==> src/rtl/apb_master_bridge_if.sv <==
// Command/response and APB bus signals between the bridge and its client/slave.
// The master modport is the bridge side; the slave modport is the environment side.
interface apb_master_bridge_if #(
  parameter int ADDR_W = 32,
  parameter int DATA_W = 32
);
  logic              cmd_valid;
  logic              cmd_ready;
  logic              cmd_write;
  logic [ADDR_W-1:0] cmd_addr;
  logic [DATA_W-1:0] cmd_wdata;
  logic              rsp_valid;
  logic [DATA_W-1:0] rsp_rdata;
  logic              rsp_error;
  logic              PSEL;
  logic              PENABLE;
  logic [ADDR_W-1:0] PADDR;
  logic              PWRITE;
  logic [DATA_W-1:0] PWDATA;
  logic              PREADY;
  logic [DATA_W-1:0] PRDATA;

  modport master (
    input  cmd_valid, cmd_write, cmd_addr, cmd_wdata, PREADY, PRDATA,
    output cmd_ready, rsp_valid, rsp_rdata, rsp_error,
           PSEL, PENABLE, PADDR, PWRITE, PWDATA
  );

  modport slave (
    output cmd_valid, cmd_write, cmd_addr, cmd_wdata, PREADY, PRDATA,
    input  cmd_ready, rsp_valid, rsp_rdata, rsp_error,
           PSEL, PENABLE, PADDR, PWRITE, PWDATA
  );
endinterface

==> src/rtl/apb_master_bridge.sv <==
// Single-outstanding APB requester: command in, SETUP/ACCESS on APB, one-cycle response out.
// Define APB_MASTER_TIMEOUT_EN to abort ACCESS after TIMEOUT_CYCLES wait states.
module apb_master_bridge #(
  parameter int ADDR_W         = 32,
  parameter int DATA_W         = 32,
  parameter int TIMEOUT_CYCLES = 16
) (
  input  logic               PCLK,
  input  logic               PRESET,
  apb_master_bridge_if.master bus
);

  typedef enum logic [1:0] {
    ST_IDLE   = 2'd0,
    ST_SETUP  = 2'd1,
    ST_ACCESS = 2'd2
  } state_t;

  if (TIMEOUT_CYCLES < 1) begin : g_param_check
    $error("TIMEOUT_CYCLES must be at least 1");
  end

  state_t            state_q, state_d;
  logic              psel_q, psel_d;
  logic              penable_q, penable_d;
  logic [ADDR_W-1:0] paddr_q, paddr_d;
  logic              pwrite_q, pwrite_d;
  logic [DATA_W-1:0] pwdata_q, pwdata_d;
  logic              rsp_valid_q, rsp_valid_d;
  logic [DATA_W-1:0] rsp_rdata_q, rsp_rdata_d;
  logic              rsp_error_q, rsp_error_d;

`ifdef APB_MASTER_TIMEOUT_EN
  localparam int CNT_W = $clog2(TIMEOUT_CYCLES + 1);
  logic [CNT_W-1:0] wait_cnt_q, wait_cnt_d;
`endif

  always_comb begin
    state_d     = state_q;
    psel_d      = psel_q;
    penable_d   = penable_q;
    paddr_d     = paddr_q;
    pwrite_d    = pwrite_q;
    pwdata_d    = pwdata_q;
    rsp_valid_d = 1'b0;
    rsp_rdata_d = rsp_rdata_q;
    rsp_error_d = 1'b0;
`ifdef APB_MASTER_TIMEOUT_EN
    wait_cnt_d  = wait_cnt_q;
`endif

    unique case (state_q)
      ST_IDLE: begin
        if (bus.cmd_valid) begin
          paddr_d  = bus.cmd_addr;
          pwrite_d = bus.cmd_write;
          pwdata_d = bus.cmd_wdata;
          psel_d   = 1'b1;
          state_d  = ST_SETUP;
        end
      end
      ST_SETUP: begin
        penable_d = 1'b1;
        state_d   = ST_ACCESS;
`ifdef APB_MASTER_TIMEOUT_EN
        wait_cnt_d = '0;
`endif
      end
      ST_ACCESS: begin
        if (bus.PREADY) begin
          psel_d      = 1'b0;
          penable_d   = 1'b0;
          rsp_valid_d = 1'b1;
          rsp_rdata_d = pwrite_q ? '0 : bus.PRDATA;
          state_d     = ST_IDLE;
`ifdef APB_MASTER_TIMEOUT_EN
        // This wait cycle would bring the count up to the limit: abort.
        end else if (wait_cnt_q == CNT_W'(TIMEOUT_CYCLES - 1)) begin
          psel_d      = 1'b0;
          penable_d   = 1'b0;
          rsp_valid_d = 1'b1;
          rsp_rdata_d = '0;
          rsp_error_d = 1'b1;
          state_d     = ST_IDLE;
        end else begin
          wait_cnt_d = wait_cnt_q + 1'b1;
`endif
        end
      end
      default: begin
        psel_d    = 1'b0;
        penable_d = 1'b0;
        state_d   = ST_IDLE;
      end
    endcase
  end

  always_ff @(posedge PCLK or posedge PRESET) begin
    if (PRESET) begin
      state_q     <= ST_IDLE;
      psel_q      <= 1'b0;
      penable_q   <= 1'b0;
      paddr_q     <= '0;
      pwrite_q    <= 1'b0;
      pwdata_q    <= '0;
      rsp_valid_q <= 1'b0;
      rsp_rdata_q <= '0;
      rsp_error_q <= 1'b0;
    end else begin
      state_q     <= state_d;
      psel_q      <= psel_d;
      penable_q   <= penable_d;
      paddr_q     <= paddr_d;
      pwrite_q    <= pwrite_d;
      pwdata_q    <= pwdata_d;
      rsp_valid_q <= rsp_valid_d;
      rsp_rdata_q <= rsp_rdata_d;
      rsp_error_q <= rsp_error_d;
    end
  end

`ifdef APB_MASTER_TIMEOUT_EN
  always_ff @(posedge PCLK or posedge PRESET) begin
    if (PRESET) begin
      wait_cnt_q <= '0;
    end else begin
      wait_cnt_q <= wait_cnt_d;
    end
  end
`endif

  // Ready is gated by reset directly so no command slips in during reset.
  assign bus.cmd_ready = (state_q == ST_IDLE) && !PRESET;
  assign bus.rsp_valid = rsp_valid_q;
  assign bus.rsp_rdata = rsp_rdata_q;
  assign bus.rsp_error = rsp_error_q;
  assign bus.PSEL      = psel_q;
  assign bus.PENABLE   = penable_q;
  assign bus.PADDR     = paddr_q;
  assign bus.PWRITE    = pwrite_q;
  assign bus.PWDATA    = pwdata_q;

endmodule
==> src/flat_wrapper.sv <==
// flat-port wrapper written by rule: the top's interface ports become plain ports
module apb_master_bridge_flat 
#(
  parameter int ADDR_W         = 32,
  parameter int DATA_W         = 32,
  parameter int TIMEOUT_CYCLES = 16
)
  (PCLK, PRESET, bus_cmd_valid, bus_cmd_write, bus_cmd_addr, bus_cmd_wdata, bus_PREADY, bus_PRDATA, bus_cmd_ready, bus_rsp_valid, bus_rsp_rdata, bus_rsp_error, bus_PSEL, bus_PENABLE, bus_PADDR, bus_PWRITE, bus_PWDATA);
  apb_master_bridge_if #(.ADDR_W(ADDR_W), .DATA_W(DATA_W)) bus_i ();
  input  logic PCLK;
  input  logic PRESET;
  input wire logic [$bits(bus_i.cmd_valid)-1:0] bus_cmd_valid;
  input wire logic [$bits(bus_i.cmd_write)-1:0] bus_cmd_write;
  input wire logic [$bits(bus_i.cmd_addr)-1:0] bus_cmd_addr;
  input wire logic [$bits(bus_i.cmd_wdata)-1:0] bus_cmd_wdata;
  input wire logic [$bits(bus_i.PREADY)-1:0] bus_PREADY;
  input wire logic [$bits(bus_i.PRDATA)-1:0] bus_PRDATA;
  output wire logic [$bits(bus_i.cmd_ready)-1:0] bus_cmd_ready;
  output wire logic [$bits(bus_i.rsp_valid)-1:0] bus_rsp_valid;
  output wire logic [$bits(bus_i.rsp_rdata)-1:0] bus_rsp_rdata;
  output wire logic [$bits(bus_i.rsp_error)-1:0] bus_rsp_error;
  output wire logic [$bits(bus_i.PSEL)-1:0] bus_PSEL;
  output wire logic [$bits(bus_i.PENABLE)-1:0] bus_PENABLE;
  output wire logic [$bits(bus_i.PADDR)-1:0] bus_PADDR;
  output wire logic [$bits(bus_i.PWRITE)-1:0] bus_PWRITE;
  output wire logic [$bits(bus_i.PWDATA)-1:0] bus_PWDATA;
  assign bus_i.cmd_valid = bus_cmd_valid;
  assign bus_i.cmd_write = bus_cmd_write;
  assign bus_i.cmd_addr = bus_cmd_addr;
  assign bus_i.cmd_wdata = bus_cmd_wdata;
  assign bus_i.PREADY = bus_PREADY;
  assign bus_i.PRDATA = bus_PRDATA;
  assign bus_cmd_ready = bus_i.cmd_ready;
  assign bus_rsp_valid = bus_i.rsp_valid;
  assign bus_rsp_rdata = bus_i.rsp_rdata;
  assign bus_rsp_error = bus_i.rsp_error;
  assign bus_PSEL = bus_i.PSEL;
  assign bus_PENABLE = bus_i.PENABLE;
  assign bus_PADDR = bus_i.PADDR;
  assign bus_PWRITE = bus_i.PWRITE;
  assign bus_PWDATA = bus_i.PWDATA;
  apb_master_bridge #(.ADDR_W(ADDR_W), .DATA_W(DATA_W), .TIMEOUT_CYCLES(TIMEOUT_CYCLES)) u_core (.PCLK(PCLK), .PRESET(PRESET), .bus(bus_i));
endmodule
==> config.mk <==
export PLATFORM = sky130hd
export DESIGN_NAME = apb_master_bridge_flat
export DESIGN_NICKNAME = d
export VERILOG_FILES = /design/src/rtl/apb_master_bridge_if.sv /design/src/rtl/apb_master_bridge.sv /design/src/flat_wrapper.sv
export SDC_FILE = /design/constraint.sdc
export NUM_CORES = 1
export LEC_CHECK = 0
export CORE_MARGIN = 3
export CORE_UTILIZATION = 43
export DETAILED_ROUTE_END_ITERATION = 6
export PLACE_DENSITY = 0.84
export SKIP_CTS_REPAIR_TIMING = 1
export SLEW_MARGIN = 20
export SYNTH_ARGS = -nofsm -noshare
export SYNTH_HDL_FRONTEND = slang
export SYNTH_SLANG_ARGS = --single-unit
export TNS_END_PERCENT = 1
==> constraint.sdc <==
create_clock -name PCLK -period 6 [get_ports PCLK]
set_clock_uncertainty 0.15 [all_clocks]
set_input_delay 1.2 -clock PCLK [delete_from_list [all_inputs] [get_ports PCLK]]
set_output_delay 1.2 -clock PCLK [all_outputs]
set_load 0.01 [all_outputs]
After elaboration in Yosys (flattened, before gate mapping)
Index checks and enable logic that the tools add are counted.
{"block": "word_totals", "elab_cells": 32, "in_bits": 101, "ff_bits": 102, "output_inout_bits": 102}
{"block": "op_classes", "n_reduce_logical": 8, "mux": 10, "bitwise_logic": 2, "n_eq_ne": 4}
{"cell": "2-to-1 mux 32 bit", "count": 1}
{"cell": "AND reduction 2 bit", "count": 4}
{"cell": "case mux 1 bit (3 select lines)", "count": 2}
{"cell": "case mux 2 bit (3 select lines)", "count": 1}
{"cell": "2-to-1 mux 1 bit", "count": 4}
{"cell": "2-to-1 mux 2 bit", "count": 2}
{"cell": "!= test 2 bit (second input constant)", "count": 2}
{"cell": "AND reduction 3 bit", "count": 1}
{"cell": "equality test 2 x 1 -> 1 bit (second input constant)", "count": 1}
{"cell": "equality test 2 bit (second input constant)", "count": 1}
{"cell": "zero test 2 bit", "count": 1}
{"cell": "NOT 1 bit", "count": 2}
{"cell": "logical AND 1 bit", "count": 1}
{"cell": "zero test 1 bit", "count": 1}

Longest topological paths before layout
Gate-level depths: netlist (run 1).
{"block": "logic_depth", "word_depth": 3, "mapped_depth": 6, "mapped_depth_nobuf": 3}

Worst setup path after synthesis (run 1)
No wires, ideal clock.
{"block": "synth_timing", "path_kind": "in2out", "startpoint": "input PRESET", "endpoint": "output bus_cmd_ready", "stages": 1, "slack_ns": 3.191, "t_arrival_ns": 1.459, "n_path_buf": 0, "required_ns": 4.650, "path_cell_list": "nor3_1"}
{"block": "synth_via", "elab_chain_cells": 2}
{"element": "start, declared", "line": "flat_wrapper.sv:11", "rtl": "input logic PRESET;"}
{"element": "zero test 1 bit (no line)"}
{"element": "logical AND 1 bit", "line": "apb_master_bridge.sv:133", "rtl": "assign bus.cmd_ready = (state_q == ST_IDLE) && !PRESET;"}
{"element": "end, declared", "line": "flat_wrapper.sv:18", "rtl": "output wire logic [$bits(bus_i.cmd_ready)-1:0] bus_cmd_ready;"}
Every way passes these cells.

Final worst setup path (run 1)
Ends and elaborated chain as after synthesis.

==> impl_metrics.ini, run 1 <==
[run_status]
status = complete, no violations

[floorplan]
dieArea_mm2 = 0.0105
die_y_um = 102
pin_count = 203
rows = 34
start_util_pct = 45.1
core_mm2 = 0.00885
die_w_um = 102

[setup_path]
worst-endpoint-required_ns = 4.65
crit_path_frequent_cell = clkdlybuf4s50_1
worstPathArrival_ns = 2.37
crit_family = buffers and inverters
path_max_fanout = 2
slowest_delay_ns = 0.56
start_kind = input pin
crit_chain = clkdlybuf4s50_1 > nor3_1 > clkdlybuf4s50_1
critical_path_buf_inv_count = 2
crit_path_end_kind = output pin
critPathKind = input pin to output pin
cpMaxStageDelayCell = clkdlybuf4s50_1

[timing]
clock.fmax_mhz = 269
finalMaxSlewViolations = 0
slew_headroom_pct = 27.2
hold_violations = 0
tns_ns = 0
worst_pin_slew_ns = 1.09
setup_viol = 0
period_share_pct = 61.9
rsz0062_at_grt = false
hold_ws_ns = 0.332
layout_min_cycle_time_ns = 3.72

[clock_tree]
cts_sinks = 102
cts_tree = built
clock-root-buffer = clkbuf_8
cts_made_buffers = 9
clk_latency_ns = 0.33
cts_buffer_depth = 2
path_clk_slew_ns = 0.09
ctsHtreeMaxLevel = 3

[synth]
synth_cell_types = 21
synth_top_area_share_pct = 64.0
synth_common_cells = dfrtp_1 (102), mux2_1 (39), o21ai_0 (33), nand2_1 (32), nand2b_1 (32)
yosysSeqAreaShare_pct = 64.0
yosysMostFrequentCell = dfrtp_1
yosys_warnings = 0
synth_ff_type = dfrtp_1
synth.avg_cell_area_um2 = 13.5
synth_top_area_cell = dfrtp_1
synth_edf_count = 0
synth-async-reset-ratio_pct = 100
syn_nets = 397
netlist_area_mm2 = 0.00399
netlist_top_cells_area = dfrtp_1 (64%), mux2_1 (11%), mux2_2 (7.3%), nand2b_1 (5.0%), o21ai_0 (4.1%)
ys_ff_latch = 102
syn_inst = 296

[global_route]
grt_max_degree = 66
grt_pass1_wl_um = 15100
grt_pass1_vias = 3072
antenna_found_initial = 0
grt-ovfl-total = 0
grt.total_usage_pct = 18.5

[worst_hold_path]
hold_path.class = register to register

[route]
wirelength_um = 9660
via_count = 2902
dr.pass1.iters = 4
drc = 0
viasPerCell = 4.80
post_drt_wl_per_cell_um = 16.0
ant_nets = 0
drtIter0Drc = 58

[placed_design]
dpl.hpwl_um = 7290
place_congestion = 0.756
port-buffer-count = 201

[finish]
nets = 593
area_growth_pct = 56.3
fillers = 684
diodes = 0
drive_gt1_share_pct = 9.05

[run]
cap_violations = 0

[pwr]
power_density_mw_per_mm2 = 470
power_leakage_nw = 2.61
ir_drop_v = 0.000249
[final timing paths]
| path | startpoint | endpoint | slack [ns] | cells after the start |
|---|---|---|---|---|
| min reg2reg | u_core.bus.rsp_rdata[12]$_DFFE_PP0P_ | u_core.bus.rsp_rdata[12]$_DFFE_PP0P_ | 0.33 | 2 |
| max in group asynchronous | PRESET | u_core.bus.PENABLE$_DFFE_PP0P_ | 3.42 | 3 |
| max reg2reg | u_core.state_q[0]$_DFFE_PP0P_ | u_core.bus.PWRITE$_DFFE_PP0P_ | 3.58 | 3 |
| min in group asynchronous | PRESET | u_core.bus.PWDATA[26]$_DFFE_PP0P_ | 1.18 | 2 |
| max | PRESET | bus_cmd_ready | 2.28 | 3 |
| min | u_core.bus.rsp_rdata[12]$_DFFE_PP0P_ | u_core.bus.rsp_rdata[12]$_DFFE_PP0P_ | 0.33 | 2 |
[per-stage QoR]
stage / utilization (%) / power, mW / cells / instance area, um2 / setup slack, ns
finish: 70.4 / 2.93 / 605 / 6230 / 2.28
global route: 70.4 / 3.13 / 605 / 6230 / 2.20
CTS: 70.4 / 2.97 / 605 / 6230 / 2.28
detailed placement: 68.3 / 2.55 / 589 / 6040 / 2.27
global placement: 68.3 / 2.49 / 589 / 6040 / 2.28
floorplan: - / 1.76 / 296 / 3990 / 1.97
[layout by cell type, fill, tap and decap left out, drive strengths merged]
| cell | Yosys | layout |
|---|---|---|
| nand3b | 1 | 1 |
| buf | 15 | 3 |
| nor3 | 2 | 2 |
| nor3b | 1 | 1 |
| dfrtp | 102 | 102 |
| o21a | 1 | 1 |
| o21ai | 33 | 33 |
| o2bb2ai | 1 | 1 |
| nand2b | 32 | 32 |
| clkbuf | 4 | 11 |
| a21o | 1 | 1 |
| mux2 | 65 | 65 |
| clkinvlp | 0 | 1 |
| a22oi | 1 | 1 |
| inv | 4 | 4 |
| bufinv | 0 | 1 |
| clkinv | 0 | 3 |
| clkdlybuf4s50 | 0 | 201 |
| conb | 1 | 1 |
| nand2 | 32 | 32 |
[kinds of logic after synthesis]
logic type,share of synthesized area [%]
DFF,64.0
and+or+nand+nor,8.79
muxes,18.4
AOI/OAI and AO/OA,4.93
buffers and inverters,3.83
other,0.0940
[state kept, by name (all words and copies together) (netlist names)]
name                  count
u_core.bus.rsp_rdata     32
u_core.bus.PSEL           1
u_core.bus.PWDATA        32
u_core.bus.PADDR         32
u_core.bus.rsp_valid      1
u_core.state_q            2
u_core.bus.PWRITE         1
u_core.bus.PENABLE        1
[layer usage]
| metal | track usage (%) | vias to the layer above | wire length [um] |
|---|---|---|---|
| li1 | - | 1386 | - |
| met1 | 22.2 | 1382 | 3820 |
| met2 | 31.7 | 124 | 4830 |
| met3 | 6.14 | 10 | 898 |
| met4 | 5.55 | 0 | 110 |
| met5 | 0 | - | 0 |
[tightest hold or removal path: cells and delay by family, from the launching register on]
kind | cells | cell delay (ns)
simple gates | 1 | 0.05
compound gates | 1 | 0.06
flops | 1 | 0.35
[power breakdown]
group	total, mW	switching, mW	internal [mW]
Sequential	1.18	0.182	0.996
Clock	0.423	0.229	0.195
Combinational	1.33	0.505	0.822
[cell type report]
cell class | instances | area (um2) | area share (%)
clock buffer | 11 | 131 | 2.11
clock inverter | 5 | 60.1 | 0.964
inverter | 4 | 17.5 | 0.281
multi-input combinational | 171 | 1290 | 20.7
sequential | 102 | 2550 | 41.0
tap | 108 | 135 | 2.17
timing repair buffer | 204 | 2050 | 32.8
Power figures use the tool's default switching activity.
==> run 2: changes to the inputs <==
Settings changed: CORE_UTILIZATION 43 to 40, PLACE_DENSITY 0.84 to 0.78.
Clock period 6 ns to 3.8 ns, I/O delays scaled along.
==> impl_metrics.ini, run 2 (synthesized netlist as in run 1, its figures left out) <==
[clock_tree]
path_clk_slew_ns = 0.08
clock-root-buffer = clkbuf_8
ctsHtreeMaxLevel = 3
cts_buffer_depth = 2
cts_sinks = 102
clk_latency_ns = 0.34
cts_tree = built
cts_made_buffers = 9

[pwr]
power_leakage_nw = 2.60
p_int_mw = 3.11
combPwrFrac_pct = 45.8
power_density_mw_per_mm2 = 733
power.switching_mw = 1.47
p_sw_share_pct = 32.1
ir_drop_v = 0.000377
seq_power_share_pct = 40.7
clock_power_share_pct = 13.5

[global_route]
grt_pass1_vias = 3045
antenna_found_initial = 0
grt.total_usage_pct = 17.7
grt-ovfl-total = 0
grt_pass1_wl_um = 15700
grt_max_degree = 65

[finish]
drive_gt1_share_pct = 9.44
multi_input_area_mm2 = 0.00129
diodes = 0
fillers = 781
mostFrequentLayoutCell = clkdlybuf4s50_1
layout_common_cells = clkdlybuf4s50_1 (201), dfrtp_1 (102), mux2_1 (39)
area_growth_pct = 56.7
nets = 594
post-route-util_pct = 66.1
register_area_mm2 = 0.00255
final_cells = 627

[setup_path]
crit_path_frequent_cell = clkdlybuf4s50_1
critPathKind = input pin to output pin
r2r.worst_path.cells = 4
crit_path_end_kind = output pin
worst-endpoint-required_ns = 2.89
cpMaxStageDelayCell = clkdlybuf4s50_1
r2r_setup_slack_ns = 1.63
start_kind = input pin
r2r_start = u_core.state_q[0]$_DFFE_PP0P_
slowest_delay_ns = 0.56
crit_chain = clkdlybuf4s50_1 > nor3_1 > clkdlybuf4s50_1
worstPathArrival_ns = 1.93
r2r_end = u_core.bus.rsp_rdata[4]$_DFFE_PP0P_
path_max_fanout = 2

[placed_design]
dpl.hpwl_um = 7470
place_ws_ns = 0.861
place_inst = 611
port-buffer-count = 201
place_congestion = 0.737

[worst_hold_path]
whs_path_depth = 2
hold_path.class = register to register
holdCritStartpoint = u_core.bus.rsp_rdata[1]$_DFFE_PP0P_
min_to = u_core.bus.rsp_rdata[1]$_DFFE_PP0P_

[route]
viasPerCell = 4.63
wirelength_um = 9870
dr.pass1.iters = 4
drc = 0
ant_nets = 0
via_count = 2906
post_drt_wl_per_cell_um = 15.7
drtIter0Drc = 83

[floorplan]
start_util_pct = 42.2
core_mm2 = 0.00946
die_w_um = 106
rows = 35
pin_count = 203
dieArea_mm2 = 0.0112
die_y_um = 106

[timing]
setup_slack_ns = 0.958
finalMaxSlewViolations = 0
setup_viol = 0
clock.fmax_mhz = 352
layout_min_cycle_time_ns = 2.84
period_share_pct = 74.8
slew_headroom_pct = 39.5
tns_ns = 0
hold_violations = 0
rsz0062_at_grt = false
worst_pin_slew_ns = 0.904

[run_status]
status = complete, no violations

[run]
cap_violations = 0
run 2: cell types whose count changed in the layout (fill, tap and decap cells not counted), sizes merged:
cell	change
clkinv	+1
clkbuf	-1
inv	+1
bufinv	-1
buf	+1
run 2: power groups by stage:
| stage | combinational (mW) | clock, mW | sequential (mW) |
|---|---|---|---|
| after floorplan | 0.716 | 0 | 2.06 |
| after global placement | 2.08 | 0 | 1.86 |
| after detailed placement | 2.13 | 0 | 1.90 |
| after CTS | 2.14 | 0.639 | 1.88 |
| after global routing | 2.25 | 0.678 | 1.95 |
| final | 2.10 | 0.617 | 1.87 |
run 2: per-stage QoR:
step	hold WS (ns)	power (mW)	cell area, um2
finish	0.338	4.58	6250
global route	0.367	4.88	6250
CTS	0.341	4.66	6250
detailed placement	0.317	4.03	6070
global placement	0.311	3.94	6070
floorplan	0.363	2.78	3990
run 2: critical path: cells and delay by family:
family | cells | cell delay, ns
simple gates | 1 | 0.15
buf+inv | 2 | 1.02
run 2: worst max-delay path by stage:
| stage | slack, ns | cells after the start | from | end |
|---|---|---|---|---|
| after floorplan | 0.21 | 1 | PRESET | u_core.bus.PADDR[0]$_DFFE_PP0P_ |
| after global placement | 0.93 | 5 | bus_PREADY | u_core.bus.rsp_rdata[5]$_DFFE_PP0P_ |
| after detailed placement | 0.86 | 5 | bus_PREADY | u_core.bus.rsp_rdata[4]$_DFFE_PP0P_ |
| after CTS | 0.94 | 1 | u_core.bus.PWRITE$_DFFE_PP0P_ | bus_PWRITE |
| after global routing | 0.86 | 1 | u_core.bus.PWRITE$_DFFE_PP0P_ | bus_PWRITE |
| final | 0.96 | 3 | PRESET | bus_cmd_ready |
run 2: cell type report:
| cell class | count | share of cell area, % |
|---|---|---|
| timing repair buffer | 205 | 32.9 |
| clock buffer | 10 | 2.04 |
| sequential | 102 | 40.8 |
| clock inverter | 6 | 0.761 |
| inverter | 4 | 0.280 |
| multi-input combinational | 171 | 20.6 |
| tap | 129 | 2.58 |
run 2: per-layer routing:
| layer | track usage, % | vias up | part of all wire, % |
|---|---|---|---|
| li1 | - | 1386 | - |
| met1 | 20.5 | 1391 | 38 |
| met2 | 31.6 | 115 | 52 |
| met3 | 4.84 | 14 | 7.9 |
| met4 | 5.55 | 0 | 1.6 |
| met5 | 0 | - | 0 |
==> run 3: changes to the inputs <==
Settings changed: CORE_UTILIZATION 40 to 36, PLACE_DENSITY 0.78 to 0.74.
Clock period 3.8 ns to 2.4 ns, I/O delays scaled along.
==> impl_metrics.ini, run 3 (synthesized netlist as in run 1, its figures left out) <==
[global_route]
grt_max_degree = 103
grt-ovfl-total = 0
grt.total_usage_pct = 16.0
antenna_found_initial = 0
grt_pass1_wl_um = 15900
grt_pass1_vias = 3032

[clock_tree]
cts_buffer_depth = 2
path_clk_slew_ns = 0.10
clk_latency_ns = 0.34
clock-root-buffer = clkbuf_8
cts_tree = built
ctsHtreeMaxLevel = 3
cts_made_buffers = 9
cts_sinks = 102

[finish]
diodes = 0
multi_input_area_mm2 = 0.00129
area_growth_pct = 59.2
final_cells = 634
mostFrequentLayoutCell = clkdlybuf4s50_1
fillers = 899
layout_common_cells = clkdlybuf4s50_1 (201), dfrtp_1 (102), mux2_1 (39)
register_area_mm2 = 0.00255
drive_gt1_share_pct = 9.44
nets = 596

[pwr]
combPwrFrac_pct = 45.2
ir_drop_v = 0.000563
seq_power_share_pct = 38.4
p_total_mw = 7.52
power_leakage_nw = 2.64
p_int_mw = 5.26
power_density_mw_per_mm2 = 1180
power.switching_mw = 2.26
clock_power_share_pct = 16.4
p_sw_share_pct = 30.1

[route]
viasPerCell = 4.61
ant_nets = 0
post_drt_wl_per_cell_um = 15.4
drtIter0Drc = 131
via_count = 2920
wirelength_um = 9760
dr.pass1.iters = 4
drc = 0

[setup_path]
worst-endpoint-required_ns = 1.77
r2r_setup_slack_ns = 0.60
start_kind = register
crit_path_end_kind = output pin
r2r.worst_path.cells = 3
path_max_fanout = 8
worstPathArrival_ns = 1.60
r2r_end = u_core.bus.PWDATA[8]$_DFFE_PP0P_
critPathKind = register to output pin
r2r_start = u_core.state_q[0]$_DFFE_PP0P_

[timing]
layout_min_cycle_time_ns = 2.23
clock.fmax_mhz = 448
hold_violations = 0
slew_headroom_pct = 62.8
period_share_pct = 93.1
finalMaxSlewViolations = 0
worst_pin_slew_ns = 0.558
tns_ns = 0
setup_viol = 0
hold_ws_ns = 0.338
setup_slack_ns = 0.165
rsz0062_at_grt = false

[placed_design]
dpl.hpwl_um = 7190
place_congestion = 0.761
place_inst = 620
port-buffer-count = 201
place_ws_ns = 0.122

[worst_hold_path]
hold_path.class = register to register
min_to = u_core.bus.rsp_rdata[25]$_DFFE_PP0P_
whs_path_depth = 2
holdCritStartpoint = u_core.bus.rsp_rdata[25]$_DFFE_PP0P_

[run]
cap_violations = 0

[floorplan]
start_util_pct = 37.8
pin_count = 203
rows = 37
die_y_um = 111
dieArea_mm2 = 0.0124
die_w_um = 111
core_mm2 = 0.0106

[run_status]
status = complete, no violations
[run 3: through the flow]
step | cell area, um2 | utilization, %
after floorplan | 3990 | -
after global placement | 6120 | 58.0
after detailed placement | 6120 | 58.0
after CTS | 6350 | 60.2
after global routing | 6350 | 60.2
final | 6350 | 60.2
[run 3: worst max-delay path by stage]
stage	start	end	slack, ns	depth (start not counted)
6_report	u_core.state_q[0]$_DFFE_PP0P_	bus_cmd_ready	0.17	2
4_1_cts	u_core.state_q[0]$_DFFE_PP0P_	bus_cmd_ready	0.14	2
2_1_floorplan	PRESET	u_core.bus.PADDR[0]$_DFFE_PP0P_	0.55	1
5_1_grt	u_core.state_q[0]$_DFFE_PP0P_	bus_cmd_ready	0.07	2
3_3_place_gp	PRESET	bus_cmd_ready	0.16	3
3_5_place_dp	bus_cmd_valid	u_core.bus.PADDR[24]$_DFFE_PP0P_	0.12	4
[run 3: power by group through the flow]
stage / registers, mW / logic [mW] / clock network (mW)
finish: 2.89 / 3.40 / 1.23
global route: 3.00 / 3.66 / 1.35
CTS: 2.90 / 3.47 / 1.29
detailed placement: 2.93 / 3.46 / 0
global placement: 2.89 / 3.39 / 0
floorplan: 3.26 / 1.13 / 0
[run 3: per-layer routing]
metal  global-route usage (%)  routed length, um
met1                     18.7               3880
met5                        0                  0
met4                     5.19                233
met2                     26.8               4790
met3                     6.39                852
[run 3: layout make-up]
class / count / share of cell area (%)
Sequential cell: 102 / 40.2
Clock inverter: 4 / 1.54
Timing Repair Buffer: 207 / 33.0
Inverter: 4 / 0.296
Multi-Input combinational cell: 171 / 20.3
Tap cell: 136 / 2.68
Clock buffer: 10 / 2.01
[run 3: worst max-delay path: stages (launching register included)]
cell and delay [ns]:
dfrtp_1 0.48, nor3_1 0.21, clkdlybuf4s50_1 0.57
